[config.mk]
export PLATFORM = sky130hd
export DESIGN_NAME = pipeline_control
export DESIGN_NICKNAME = d
export VERILOG_FILES = /design/src/rtl/pipeline_control.sv
export SDC_FILE = /design/constraint.sdc
export NUM_CORES = 1
export LEC_CHECK = 0
export ABC_AREA = 1
export BUFFER_PORTS_ARGS = -buffer_cell sky130_fd_sc_hd__buf_2
export CAP_MARGIN = 20
export CORE_MARGIN = 2
export CORE_UTILIZATION = 58
export DETAILED_ROUTE_END_ITERATION = 8
export PLACE_DENSITY = 0.81
export REMOVE_ABC_BUFFERS = 1
export SYNTH_ARGS = -nofsm -noshare
export SYNTH_HDL_FRONTEND = slang
export SYNTH_SLANG_ARGS = --single-unit
[constraint.sdc]
create_clock -name clk -period 4.58 [get_ports clk]
set_input_delay 0.229 -clock clk [delete_from_list [all_inputs] [get_ports clk]]
set_output_delay 0.229 -clock clk [all_outputs]
set_load 0.02 [all_outputs]
[src/rtl/pipeline_control.sv]
// Control path for a classic 5-stage pipeline: main decode, ID/EX -> EX/MEM -> MEM/WB
// control registers, load-use interlock, branch flush and saturating event counters.
module pipeline_control #(
  parameter int RAW       = 5,
  parameter int CNT_W     = 16,
  parameter int INTERLOCK = 1
) (
  input  logic             clk,
  input  logic             reset,
  input  logic [5:0]       OpCode,
  input  logic             id_valid,
  input  logic [RAW-1:0]   rs,
  input  logic [RAW-1:0]   rt,
  input  logic [RAW-1:0]   rd,
  input  logic             ex_zero,
  output logic             ex_RegDst,
  output logic             ex_ALUSrc,
  output logic [1:0]       ex_ALUOp,
  output logic             mem_MemRead,
  output logic             mem_MemWrite,
  output logic             mem_Branch,
  output logic             wb_RegWrite,
  output logic             wb_MemtoReg,
  output logic [RAW-1:0]   wb_dest,
  output logic             stall,
  output logic             flush,
  output logic             illegal_op,
  output logic [CNT_W-1:0] stall_cnt,
  output logic [CNT_W-1:0] flush_cnt
);

  localparam logic [5:0] OP_R    = 6'b000000;
  localparam logic [5:0] OP_LW   = 6'b100011;
  localparam logic [5:0] OP_SW   = 6'b101011;
  localparam logic [5:0] OP_BEQ  = 6'b000100;
  localparam logic [5:0] OP_ADDI = 6'b001000;

  typedef struct packed {
    logic       reg_dst;
    logic       alu_src;
    logic       mem_to_reg;
    logic       reg_write;
    logic       mem_read;
    logic       mem_write;
    logic       branch;
    logic [1:0] alu_op;
  } ctrl_t;

  typedef struct packed {
    logic mem_to_reg;
    logic reg_write;
    logic mem_read;
    logic mem_write;
    logic branch;
    logic zero;
  } mem_t;

  typedef struct packed {
    logic mem_to_reg;
    logic reg_write;
  } wb_t;

  ctrl_t            id_ctrl;
  logic             id_legal;
  logic             rt_used;
  logic [RAW-1:0]   id_dest;
  logic             hazard;

  ctrl_t            ex_q, ex_d;
  logic [RAW-1:0]   ex_dest_q, ex_dest_d;
  mem_t             mem_q, mem_d;
  logic [RAW-1:0]   mem_dest_q, mem_dest_d;
  wb_t              wb_q, wb_d;
  logic [RAW-1:0]   wb_dest_q, wb_dest_d;
  logic             illegal_q, illegal_d;
  logic [CNT_W-1:0] stall_cnt_q, stall_cnt_d;
  logic [CNT_W-1:0] flush_cnt_q, flush_cnt_d;

  // ID: decode; an invalid slot decodes as a bubble
  always_comb begin
    id_ctrl  = '0;
    id_legal = 1'b1;
    case (OpCode)
      OP_R:    id_ctrl = ctrl_t'(9'b1_0_0_1_0_0_0_10);
      OP_LW:   id_ctrl = ctrl_t'(9'b0_1_1_1_1_0_0_00);
      OP_SW:   id_ctrl = ctrl_t'(9'b0_1_0_0_0_1_0_00);
      OP_BEQ:  id_ctrl = ctrl_t'(9'b0_0_0_0_0_0_1_01);
      OP_ADDI: id_ctrl = ctrl_t'(9'b0_1_0_1_0_0_0_00);
      default: id_legal = 1'b0;
    endcase
    if (!id_valid) id_ctrl = '0;
  end

  assign rt_used = (OpCode == OP_R) || (OpCode == OP_SW) || (OpCode == OP_BEQ);
  assign id_dest = id_ctrl.reg_dst ? rd : rt;

  // rt only counts as a source for opcodes that actually read it
  assign hazard = (INTERLOCK != 0) && id_valid && ex_q.mem_read && (ex_dest_q != '0) &&
                  ((ex_dest_q == rs) || ((ex_dest_q == rt) && rt_used));
  assign flush  = mem_q.branch & mem_q.zero;
  assign stall  = hazard & ~flush;

  always_comb begin
    ex_d       = (stall || flush) ? '0 : id_ctrl;
    ex_dest_d  = (stall || flush) ? '0 : id_dest;
    mem_d      = '0;
    mem_dest_d = '0;
    if (!flush) begin
      mem_d.mem_to_reg = ex_q.mem_to_reg;
      mem_d.reg_write  = ex_q.reg_write;
      mem_d.mem_read   = ex_q.mem_read;
      mem_d.mem_write  = ex_q.mem_write;
      mem_d.branch     = ex_q.branch;
      mem_d.zero       = ex_zero;
      mem_dest_d       = ex_dest_q;
    end
    wb_d.mem_to_reg = mem_q.mem_to_reg;
    wb_d.reg_write  = mem_q.reg_write;
    wb_dest_d       = mem_dest_q;
    illegal_d       = id_valid & ~id_legal & ~stall & ~flush;
    stall_cnt_d     = (stall && (stall_cnt_q != '1)) ? stall_cnt_q + CNT_W'(1) : stall_cnt_q;
    flush_cnt_d     = (flush && (flush_cnt_q != '1)) ? flush_cnt_q + CNT_W'(1) : flush_cnt_q;
  end

  // ID/EX, EX/MEM, MEM/WB boundaries
  always_ff @(posedge clk) begin
    if (reset) begin
      ex_q        <= '0;
      ex_dest_q   <= '0;
      mem_q       <= '0;
      mem_dest_q  <= '0;
      wb_q        <= '0;
      wb_dest_q   <= '0;
      illegal_q   <= 1'b0;
      stall_cnt_q <= '0;
      flush_cnt_q <= '0;
    end else begin
      ex_q        <= ex_d;
      ex_dest_q   <= ex_dest_d;
      mem_q       <= mem_d;
      mem_dest_q  <= mem_dest_d;
      wb_q        <= wb_d;
      wb_dest_q   <= wb_dest_d;
      illegal_q   <= illegal_d;
      stall_cnt_q <= stall_cnt_d;
      flush_cnt_q <= flush_cnt_d;
    end
  end

  assign ex_RegDst    = ex_q.reg_dst;
  assign ex_ALUSrc    = ex_q.alu_src;
  assign ex_ALUOp     = ex_q.alu_op;
  assign mem_MemRead  = mem_q.mem_read;
  assign mem_MemWrite = mem_q.mem_write;
  assign mem_Branch   = mem_q.branch;
  assign wb_RegWrite  = wb_q.reg_write;
  assign wb_MemtoReg  = wb_q.mem_to_reg;
  assign wb_dest      = wb_dest_q;
  assign illegal_op   = illegal_q;
  assign stall_cnt    = stall_cnt_q;
  assign flush_cnt    = flush_cnt_q;

endmodule
* Word level (Yosys, flattened, before mapping)
Index checks and enable logic that the tools add are counted.
** Storage, ports and cells
- Output and inout bits :: 49
- Register bits :: 65
- Bits of input ports :: 25
- Word-level logic and storage cells :: 61
** Cells by class
- Reductions and logical operators :: 16
- Equal/unequal tests :: 8
- Bitwise operators :: 9
- Mux-type cells :: 4
- Add/sub/neg operators :: 2
** Operators with widths (count)
- case mux 9 bit (5 select lines) :: 1
- adder 16 x 1 -> 16 bit, second input constant :: 2
- != test 16 bit, second input constant :: 2
- == test 6 bit, second input constant :: 2
- == test 5 bit :: 2
- two-way mux 9 bit :: 1
- == test 6 x 3 -> 1 bit, second input constant :: 1
- == test 6 x 4 -> 1 bit, second input constant :: 1
- logical AND 1 bit :: 6
- zero test 6 bit :: 1
- bitwise AND 1 bit :: 5
- two-way mux 5 bit :: 1
- nonzero test 5 bit :: 1
- OR reduction 5 bit :: 1
- logical OR 1 bit :: 4
- inverter 1 bit :: 4
- OR reduction 2 bit :: 2
- OR reduction 3 bit :: 1
- two-way mux 1 bit :: 1

* Logic depth before layout (Yosys ltp)
Gate-level depths: netlist (run 1).
- Depth after elaboration :: 10
- Mapped depth :: 12
- Depth with buffers taken out :: 12

* Worst setup path after synthesis (run 1)
OpenSTA, ideal clock, no wires.
- Path kind :: flip-flop to flip-flop
- Start point :: reg flush_cnt_q[1] (netlist: flush_cnt[1])
- End point :: reg flush_cnt_q[9] (netlist: flush_cnt[9])
- Path slack :: 2926 ps
- Data arrival time :: 1536 ps
- Clock period less this slack :: 1654 ps
- Library setup time :: 118 ps
- Required time :: 4462 ps
- Stages on the path, launching flop included :: 13
- Path buffers :: 0
- Cells stage by stage :: dfxtp_1 > ha_1 > nand2_1 > inv_1 > nand2_1 > nor2_1 > nand3_1 > nand2_2 > inv_2 > nand2_1 > o21ai_0 > nand2_1 > nor2_1
** Between the ends
- Cells in the longest elaborated chain, start to end :: 2
- Elaborated cells on any way between the ends :: 3
- Classes of those cells :: 1 x add/sub; 1 x eq/ne; 1 x reduce/logical
** Ends and longest elaborated chain
- start, declared :: RTL line 77 : logic [CNT_W-1:0] flush_cnt_q, flush_cnt_d;
- start signal, assigned :: RTL line 146 : flush_cnt_q <= flush_cnt_d;
- branches (longest 2 deep; another with adder 16 x 1 -> 16 bit)
Parallel ways; which one is timed is not known.
A chain may end at the register's enable or synchronous reset.

* Final worst setup path (run 1)
- Start point :: reg ex_dest_q[2]
- End point :: out stall
** Between the ends
- Cells in the longest elaborated chain, start to end :: 5
- Elaborated cells on any way between the ends :: 8
- Classes of those cells :: 2 x eq/ne; 1 x bitwise; 5 x reduce/logical
** Ends and longest elaborated chain
- start, declared :: RTL line 70 : logic [RAW-1:0] ex_dest_q, ex_dest_d;
- start signal, assigned :: RTL line 139 : ex_dest_q <= ex_dest_d;
- == test 5 bit :: RTL line 99 : ((ex_dest_q == rs) || ((ex_dest_q == rt) && rt_used));
- logical AND 1 bit :: RTL line 99
- logical OR 1 bit :: RTL line 99
- logical AND 1 bit * :: RTL line 98 : assign hazard = (INTERLOCK != 0) && id_valid && ex_q.mem_read && (ex_dest_q != '0) &&
- bitwise AND 1 bit * :: RTL line 101 : assign stall = hazard & ~flush;
- end, declared :: RTL line 25 : output logic stall,
Mark *: on every way between the ends. The rest lies on a longest branch, timed or not.

==> metrics.md, run 1 <==
| Metric | Value |
|---|---|
| Worst-case vdd ir drop | 225 µV |
| Cell types occupying the most area after synthesis | dfxtp_1 40%, inv_1 11%, nand2_1 10%, nor2_1 9.5%, nand4_1 3.6% |
| Postcts setup bufs | 0 |
| Ordered list of cells on the worst path | nor3_1 -> nand3_1 -> nand3_1 -> inv_1 -> nand2_1 -> nor2_1 -> buf_2 |
| Global-route wire length before repair | 11800 µm |
| Tightest Hold Check Type | in2reg |
| Post-Route WL | 6870 µm |
| Worst Hold End | mem_q[0]$_SDFF_PP0_ |
| Tcrit/Tclk final | 48.2% |
| Max FO, Critical Path | 15 |
| Vias in the first global route | 2799 |
| Post-synthesis register bit count | 62 |
| Most frequent cells in the layout | 88 x inv_1, 85 x nand2_1, 79 x nor2_1, 73 x buf_2, 62 x dfxtp_1 |
| CP peak stage delay | 0.43 ns |
| Largest net degree at the start of global routing | 30 |
| Crit path top cell by count | nand3_1 |
| CTS H-tree lvls | 3 |
| Crit path arrival time | 1.98 ns |
| Switching Fraction | 23.5% |
| Clock power frac | 45.1% |
| Outcome | complete, no violations |
| Final-stage net count | 555 |
| Antenna Nets Post-Route | 0 |
| P&R area growth vs syn | 19.0% |
| Initial core utilization | 60.4% |
| Synthesized area | 3110 µm² |
| GPL Wtd Cong | 0.859 |
| Grt ovf | 0 |
| HPWL Detailed | 5140 µm |
| Crit Path Class | reg2out |
| Vias per std cell | 5.02 |
| Reg2reg start | ex_dest_q[2]$_SDFF_PP0_ |
| Setup tns final | 0 ns |
| Final WS setup | 2.37 ns |
| Layout cells sized above 1 | 21.8% |
| CP Capture Type | output pin |
| Cell-internal power | 0.852 mW |
| PD cells | 301 nW/µm² |
| Yosys cell types | 29 |
| RSZ-0062 raised after global routing | no |
| TritonCTS clock tree | built |
| Max clock buf depth | 2 |
| Worst slew pin tran | 0.823 ns |
| Most common cell after layout, fill and taps aside | inv_1 |
| GR Util All Layers | 24.5% |
| Clock-pin slew on the worst setup and hold paths | 0.07 ns |
| Die width | 77.2 µm |
| Worst hold stages | 3 |
| FF-to-FF End | ex_ALUSrc$_SDFF_PP0_ |
| Relative slew slack | 45.1% |
| Switching power total | 0.261 mW |
| Root buf cell | clkbuf_8 |
| Drt pass-1 iters | 4 |
| FMAX | 453 MHz |
| Wire per inst | 11.4 µm |
| Port Buf Inserts | 73 |
| Fin crit period | 2.21 ns |
| Fin. max-slew vios | 0 |
| P_leak | 1.88 nW |
| DP Worst Slack | 2.78 ns |
| Clk sinks | 62 |
| Insertion delay to the later sink of the worst-skew pair | 0.34 ns |
| Final hold viol count | 0 |
| Share of the synthesized area in the top cell type | 40.0% |
| Worst setup path start | ex_dest_q[2]$_SDFF_PP0_ |
| Reg2reg setup slack | 2.83 ns |
| Die area | 5960 µm² |
| Reg2reg path depth | 7 |
| Slowest CP cell | inv_1 |
| Average size of a mapped cell | 6.84 µm² |
| Sequential share of the synthesized area | 40.0% |
| Seq pwr share | 49.4% |
| Hold WS | 0.129 ns |
| Post-cts gate resize count | 0 |
| Initial antenna violation count | 0 |
| Synth area leader | dfxtp_1 |
| Synth Warn # | 0 |
| Inserted Clock Buffers | 9 |
| Worst EP required | 4.35 ns |
| Synthesized instance count | 454 |
| Final setup viols | 0 |
| Via count | 3027 |
| Row Count | 26 |
| Combinational power share | 5.5% |
| Startpoint class of the critical path | flop |
| ANT cells | 0 |
| Initial DRC count | 189 |
| Maxcap violations | 0 |
| Clock Skew | 0.00913 ns |
| Core Area | 5140 µm² |
| DR DRC count | 0 |
| Hold wc startpoint | ex_zero |
| Post-CTS Hold Fix Bufs | 0 |
| Chip height | 77.2 µm |
| Ports | 74 |
power by group through the flow:
stage | Sequential (mW) | Clock [mW] | Combinational (mW)
final | 0.550 | 0.503 | 0.0612
after global routing | 0.550 | 0.534 | 0.0687
after CTS | 0.550 | 0.512 | 0.0618
after detailed placement | 0.562 | 0 | 0.0611
after global placement | 0.562 | 0 | 0.0595
after floorplan | 0.564 | 0 | 0.0338
cell type report:
type / count / area, µm²
multi-input cells: 289 / 1450
fillers: 440 / 1440
clock inverters: 4 / 53.8
flip-flops and latches: 62 / 1240
repair buffers: 73 / 365
inverters: 93 / 349
well taps: 70 / 87.6
clock buffers: 12 / 155
worst max-delay path, delay by kind of cell (launching register included):
family,cells,cell delay (ns)
buffers and inverters,2,0.62
AND/OR/NAND/NOR,5,0.60
flip-flops,1,0.40
synth_stat cells, drive strengths merged:
| cell type | number |
|---|---|
| a21oi | 20 |
| nand3 | 20 |
| xor2 | 5 |
| xnor2 | 5 |
| nor2 | 85 |
| a31oi | 1 |
| dfxtp | 62 |
| nand2 | 92 |
| clkbuf | 4 |
| inv | 91 |
| nor3 | 9 |
| clkinv | 2 |
| buf | 6 |
| o21ai | 22 |
| and2 | 1 |
| nand4 | 27 |
| ha | 2 |
cells by family after synthesis:
kind of cell               after synthesis  synth area share, %
DFF                                     62                 40.0
buffers and inverters                  103                 13.5
AOI/OAI and AO/OA                       43                 6.97
adders and majority gates                2                0.805
xor gates and xnor gates                10                 2.82
and+or+nand+nor                        234                 36.0
worst max-delay path by stage:
stage                                 endpoint  slack, ns  cells past startpoint
finish                                   stall       2.37                      7
global route                             stall       2.26                      7
CTS                                      stall       2.41                      7
detailed placement                       stall       2.78                      7
global placement                         stall       2.85                      7
floorplan           flush_cnt[10]$_SDFFE_PP0P_       2.86                      7
state kept, by name, indices dropped and copies added (netlist names):
| register | count |
|---|---|
| ex_q | 3 |
| mem_dest_q | 5 |
| stall_cnt | 16 |
| illegal_op | 1 |
| wb_MemtoReg | 1 |
| ex_ALUOp | 2 |
| flush_cnt | 16 |
| mem_MemWrite | 1 |
| ex_RegDst | 1 |
| mem_q | 3 |
| wb_dest | 5 |
| wb_RegWrite | 1 |
| ex_ALUSrc | 1 |
| mem_Branch | 1 |
| ex_dest_q | 5 |
stage by stage:
step | std cells | cell area [µm²] | utilization (%) | power (mW)
final | 603 | 3700 | 72.0 | 1.11
after global placement | 587 | 3490 | 67.9 | 0.621
after detailed placement | 587 | 3490 | 67.9 | 0.623
after global routing | 603 | 3700 | 72.0 | 1.15
after floorplan | 444 | 3040 | - | 0.598
after CTS | 603 | 3700 | 72.0 | 1.12
layer usage:
layer	global-route usage, %	part of all wire, %	vias to the layer above
li1	-	-	1560
met4	9.29	1.9	0
met5	0	0	-
met2	41.8	48	82
met3	6.24	4.9	15
met1	29.7	45	1370
(Power assumes the default switching activity.)
==> run 2, diff against run 1 <==
--- a/config.mk
+++ b/config.mk
@@ -5,13 +5,13 @@
 export SDC_FILE = /design/constraint.sdc
 export NUM_CORES = 1
 export LEC_CHECK = 0
-export ABC_AREA = 1
+export ABC_AREA = 0
 export BUFFER_PORTS_ARGS = -buffer_cell sky130_fd_sc_hd__buf_2
 export CAP_MARGIN = 20
 export CORE_MARGIN = 2
-export CORE_UTILIZATION = 58
+export CORE_UTILIZATION = 47
 export DETAILED_ROUTE_END_ITERATION = 8
-export PLACE_DENSITY = 0.81
+export PLACE_DENSITY = 0.72
 export REMOVE_ABC_BUFFERS = 1
 export SYNTH_ARGS = -nofsm -noshare
 export SYNTH_HDL_FRONTEND = slang
==> constraint.sdc (replaced) <==
create_clock -name clk -period 1.85 [get_ports clk]
set_input_delay 0.0925 -clock clk [delete_from_list [all_inputs] [get_ports clk]]
set_output_delay 0.0925 -clock clk [all_outputs]
set_load 0.02 [all_outputs]
==> metrics.md, run 2 <==
| Metric | Value |
|---|---|
| Die area | 6280 µm² |
| Layout fillers | 434 |
| Initial DRC count | 116 |
| FMAX | 489 MHz |
| CP Capture Type | flop |
| Met3 WL | 349 µm |
| Most common cell after layout, fill and taps aside | buf_2 |
| ANT cells | 0 |
| Setup tns final | -0.551 ns |
| Post-Route WL | 6430 µm |
| Final WS setup | -0.195 ns |
| RSZ-0062 raised after global routing | yes |
| DR DRC count | 0 |
| GPL Wtd Cong | 0.805 |
| Largest net degree at the start of global routing | 18 |
| Synthesized area | 2660 µm² |
| Wire per inst | 13.1 µm |
| Fin. max-slew vios | 0 |
| Final-stage net count | 442 |
| Layout cells sized above 1 | 40.2% |
| Initial core utilization | 48.6% |
| FF-to-FF End | stall_cnt[15]$_SDFFE_PP0P_ |
| Grt ovf | 0 |
| Clk sinks | 62 |
| GR Util All Layers | 20.1% |
| Root buf cell | clkbuf_8 |
| End of the critical path | stall_cnt[15]$_SDFFE_PP0P_ |
| Sequential share of the synthesized area | 46.6% |
| Clock-pin slew on the worst setup and hold paths | 0.07 ns |
| Tcrit/Tclk final | 111% |
| Reg2reg start | ex_dest_q[0]$_SDFF_PP0_ |
| Initial antenna violation count | 0 |
| Pwr Total | 2.84 mW |
| Port Buf Inserts | 73 |
| Uppermost layer routed | met4 |
| Switching power total | 0.615 mW |
| Fin cells | 492 |
| Crit Path Class | reg2reg |
| Worst setup path start | ex_dest_q[0]$_SDFF_PP0_ |
| Switching Fraction | 21.7% |
| Drt pass-1 iters | 4 |
| Crit path arrival time | 2.29 ns |
| CTS H-tree lvls | 3 |
| FF+latch area | 1260 µm² |
| Max clock buf depth | 2 |
| Worst-case vdd ir drop | 444 µV |
| P&R area growth vs syn | 45.3% |
| PD cells | 733 nW/µm² |
| Reg2reg path depth | 8 |
| Clock Skew | 0.00651 ns |
| Synthesized instance count | 290 |
| Vias in the first global route | 2239 |
| Area of the multi-input gates | 1450 µm² |
| TritonCTS clock tree | built |
| Row Count | 27 |
| DP Worst Slack | -0.276 ns |
| Share of the synthesized area in the top cell type | 46.6% |
| Antenna Nets Post-Route | 0 |
| FFs w/ async S/R, synth | 0% |
| Max FO, Critical Path | 5 |
| Global-route wire length before repair | 9980 µm |
| Tightest Hold Check Type | in2reg |
| Post-synth EDFFs | 0 |
| Startpoint class of the critical path | flop |
| Met2 wire len | 3120 µm |
| Synth Flop Type | dfxtp_1 |
| Post-synthesis register bit count | 62 |
| Inserted Clock Buffers | 9 |
| Most frequent cells in the layout | 72 x buf_2, 56 x dfxtp_1, 43 x buf_4, 36 x nor2_1 |
| Synth Warn # | 0 |
| P_leak | 1.69 nW |
| Failing checks | setup timing |
| Core Area | 5470 µm² |
| Worst slew pin tran | 0.394 ns |
| Maxcap violations | 0 |
| Reg2reg setup slack | -0.19 ns |
| Worst EP required | 2.10 ns |
| Combinational power share | 5.4% |
| Seq pwr share | 48.0% |
| Clock power frac | 46.6% |
| Number of instances in the placed design | 464 |
| Final hold viol count | 0 |
| Die width | 79.3 µm |
| Yosys cell types | 42 |
| Final setup viols | 8 |
| Fin crit period | 2.04 ns |
| Synth area leader | dfxtp_1 |
| Most frequent cell after synthesis | dfxtp_1 |
| Relative slew slack | 73.7% |
| Average size of a mapped cell | 9.18 µm² |
| Ports | 74 |
| Cell-internal power | 2.22 mW |
| Via count | 2515 |
| HPWL Detailed | 4450 µm |
| Post-synth top cells | 62 x dfxtp_1, 36 x nor2_1, 18 x nand3_1, 18 x xor2_1, 15 x nand2_1 |
| Vias per std cell | 5.11 |
| Outcome | finished with violations |
| Insertion delay to the later sink of the worst-skew pair | 0.33 ns |
| Chip height | 79.3 µm |
| Met1 Wirelength | 2860 µm |
| Cell types occupying the most area after synthesis | dfxtp_1 47%, xor2_1 5.9%, nor2_1 5.1%, nand3_1 3.4%, and2_1 3.1% |
==> run 2: worst min-delay path by stage <==
stage | startpoint | slack [ns] | end | cells past startpoint
detailed placement | ex_zero | 0.30 | mem_q[0]$_SDFF_PP0_ | 2
finish | rt[1] | 0.03 | ex_dest_q[1]$_SDFF_PP0_ | 3
floorplan | reset | 0.16 | stall_cnt[0]$_SDFFE_PP0P_ | 1
global placement | ex_zero | 0.29 | mem_q[0]$_SDFF_PP0_ | 2
global route | rt[1] | 0.02 | ex_dest_q[1]$_SDFF_PP0_ | 3
CTS | id_valid | 0.01 | ex_q[3]$_SDFF_PP0_ | 3
==> run 2: worst max-delay path, cell delays in order, from the launching register on <==
cell and delay (ns):
dfxtp_4 0.38, nor3_4 0.05, a211oi_2 0.23, buf_4 0.16, nand4bb_4 0.11, and2_4 0.20
clkbuf_16 0.15, or4_1 0.49, a21oi_1 0.19
==> run 2: through the flow <==
step                      utilization (%)  hold slack [ns]  instance area (µm²)
after floorplan                         -            0.162                 2600
after global placement               61.5            0.294                 3360
after detailed placement             61.5            0.297                 3360
after CTS                            67.7           0.0108                 3710
after global routing                 70.7           0.0226                 3870
final                                70.7           0.0299                 3870
==> run 2: metal layers <==
| layer | vias up | track usage [%] |
|---|---|---|
| li1 | 1270 | - |
| met2 | 77 | 33.1 |
| met1 | 1160 | 25.2 |
| met3 | 8 | 4.55 |
| met5 | - | 0 |
| met4 | 0 | 8.79 |
==> run 2: logic make-up (layout without fill, tap and decap cells) <==
logic type	after synthesis	after routing	share of synthesized area [%]
xor gates and xnor gates	26	26	8.56
DFF	62	62	46.6
muxes	8	8	3.10
buffers and inverters	17	147	2.96
and+or+nand+nor	140	140	29.2
adders and majority gates	2	2	0.940
AOI/OAI and AO/OA	35	35	8.60
==> run 2: power by group through the flow <==
stage | clock network [mW] | logic (mW) | registers (mW)
after global routing | 1.41 | 0.169 | 1.36
after global placement | 0 | 0.135 | 1.39
after floorplan | 0 | 0.0555 | 1.40
after detailed placement | 0 | 0.138 | 1.39
final | 1.32 | 0.153 | 1.36
after CTS | 1.35 | 0.151 | 1.36
==> run 2: cell type report <==
| class | count | share of cell area [%] |
|---|---|---|
| Multi-Input combinational cell | 211 | 37.6 |
| Timing Repair Buffer | 126 | 21.1 |
| Sequential cell | 62 | 32.6 |
| Inverter | 5 | 0.615 |
| Clock inverter | 5 | 2.10 |
| Tap cell | 72 | 2.33 |
| Clock buffer | 11 | 3.66 |
==> run 2: timing repair <==
item,in CTS,in global routing
endpoints found under the setup margin,13,34
hold buffers,6,0
pin swaps,7,19
resized for setup,17,28
setup buffers,1,5
gates cloned,0,1
endpoints found under the hold margin,6,0
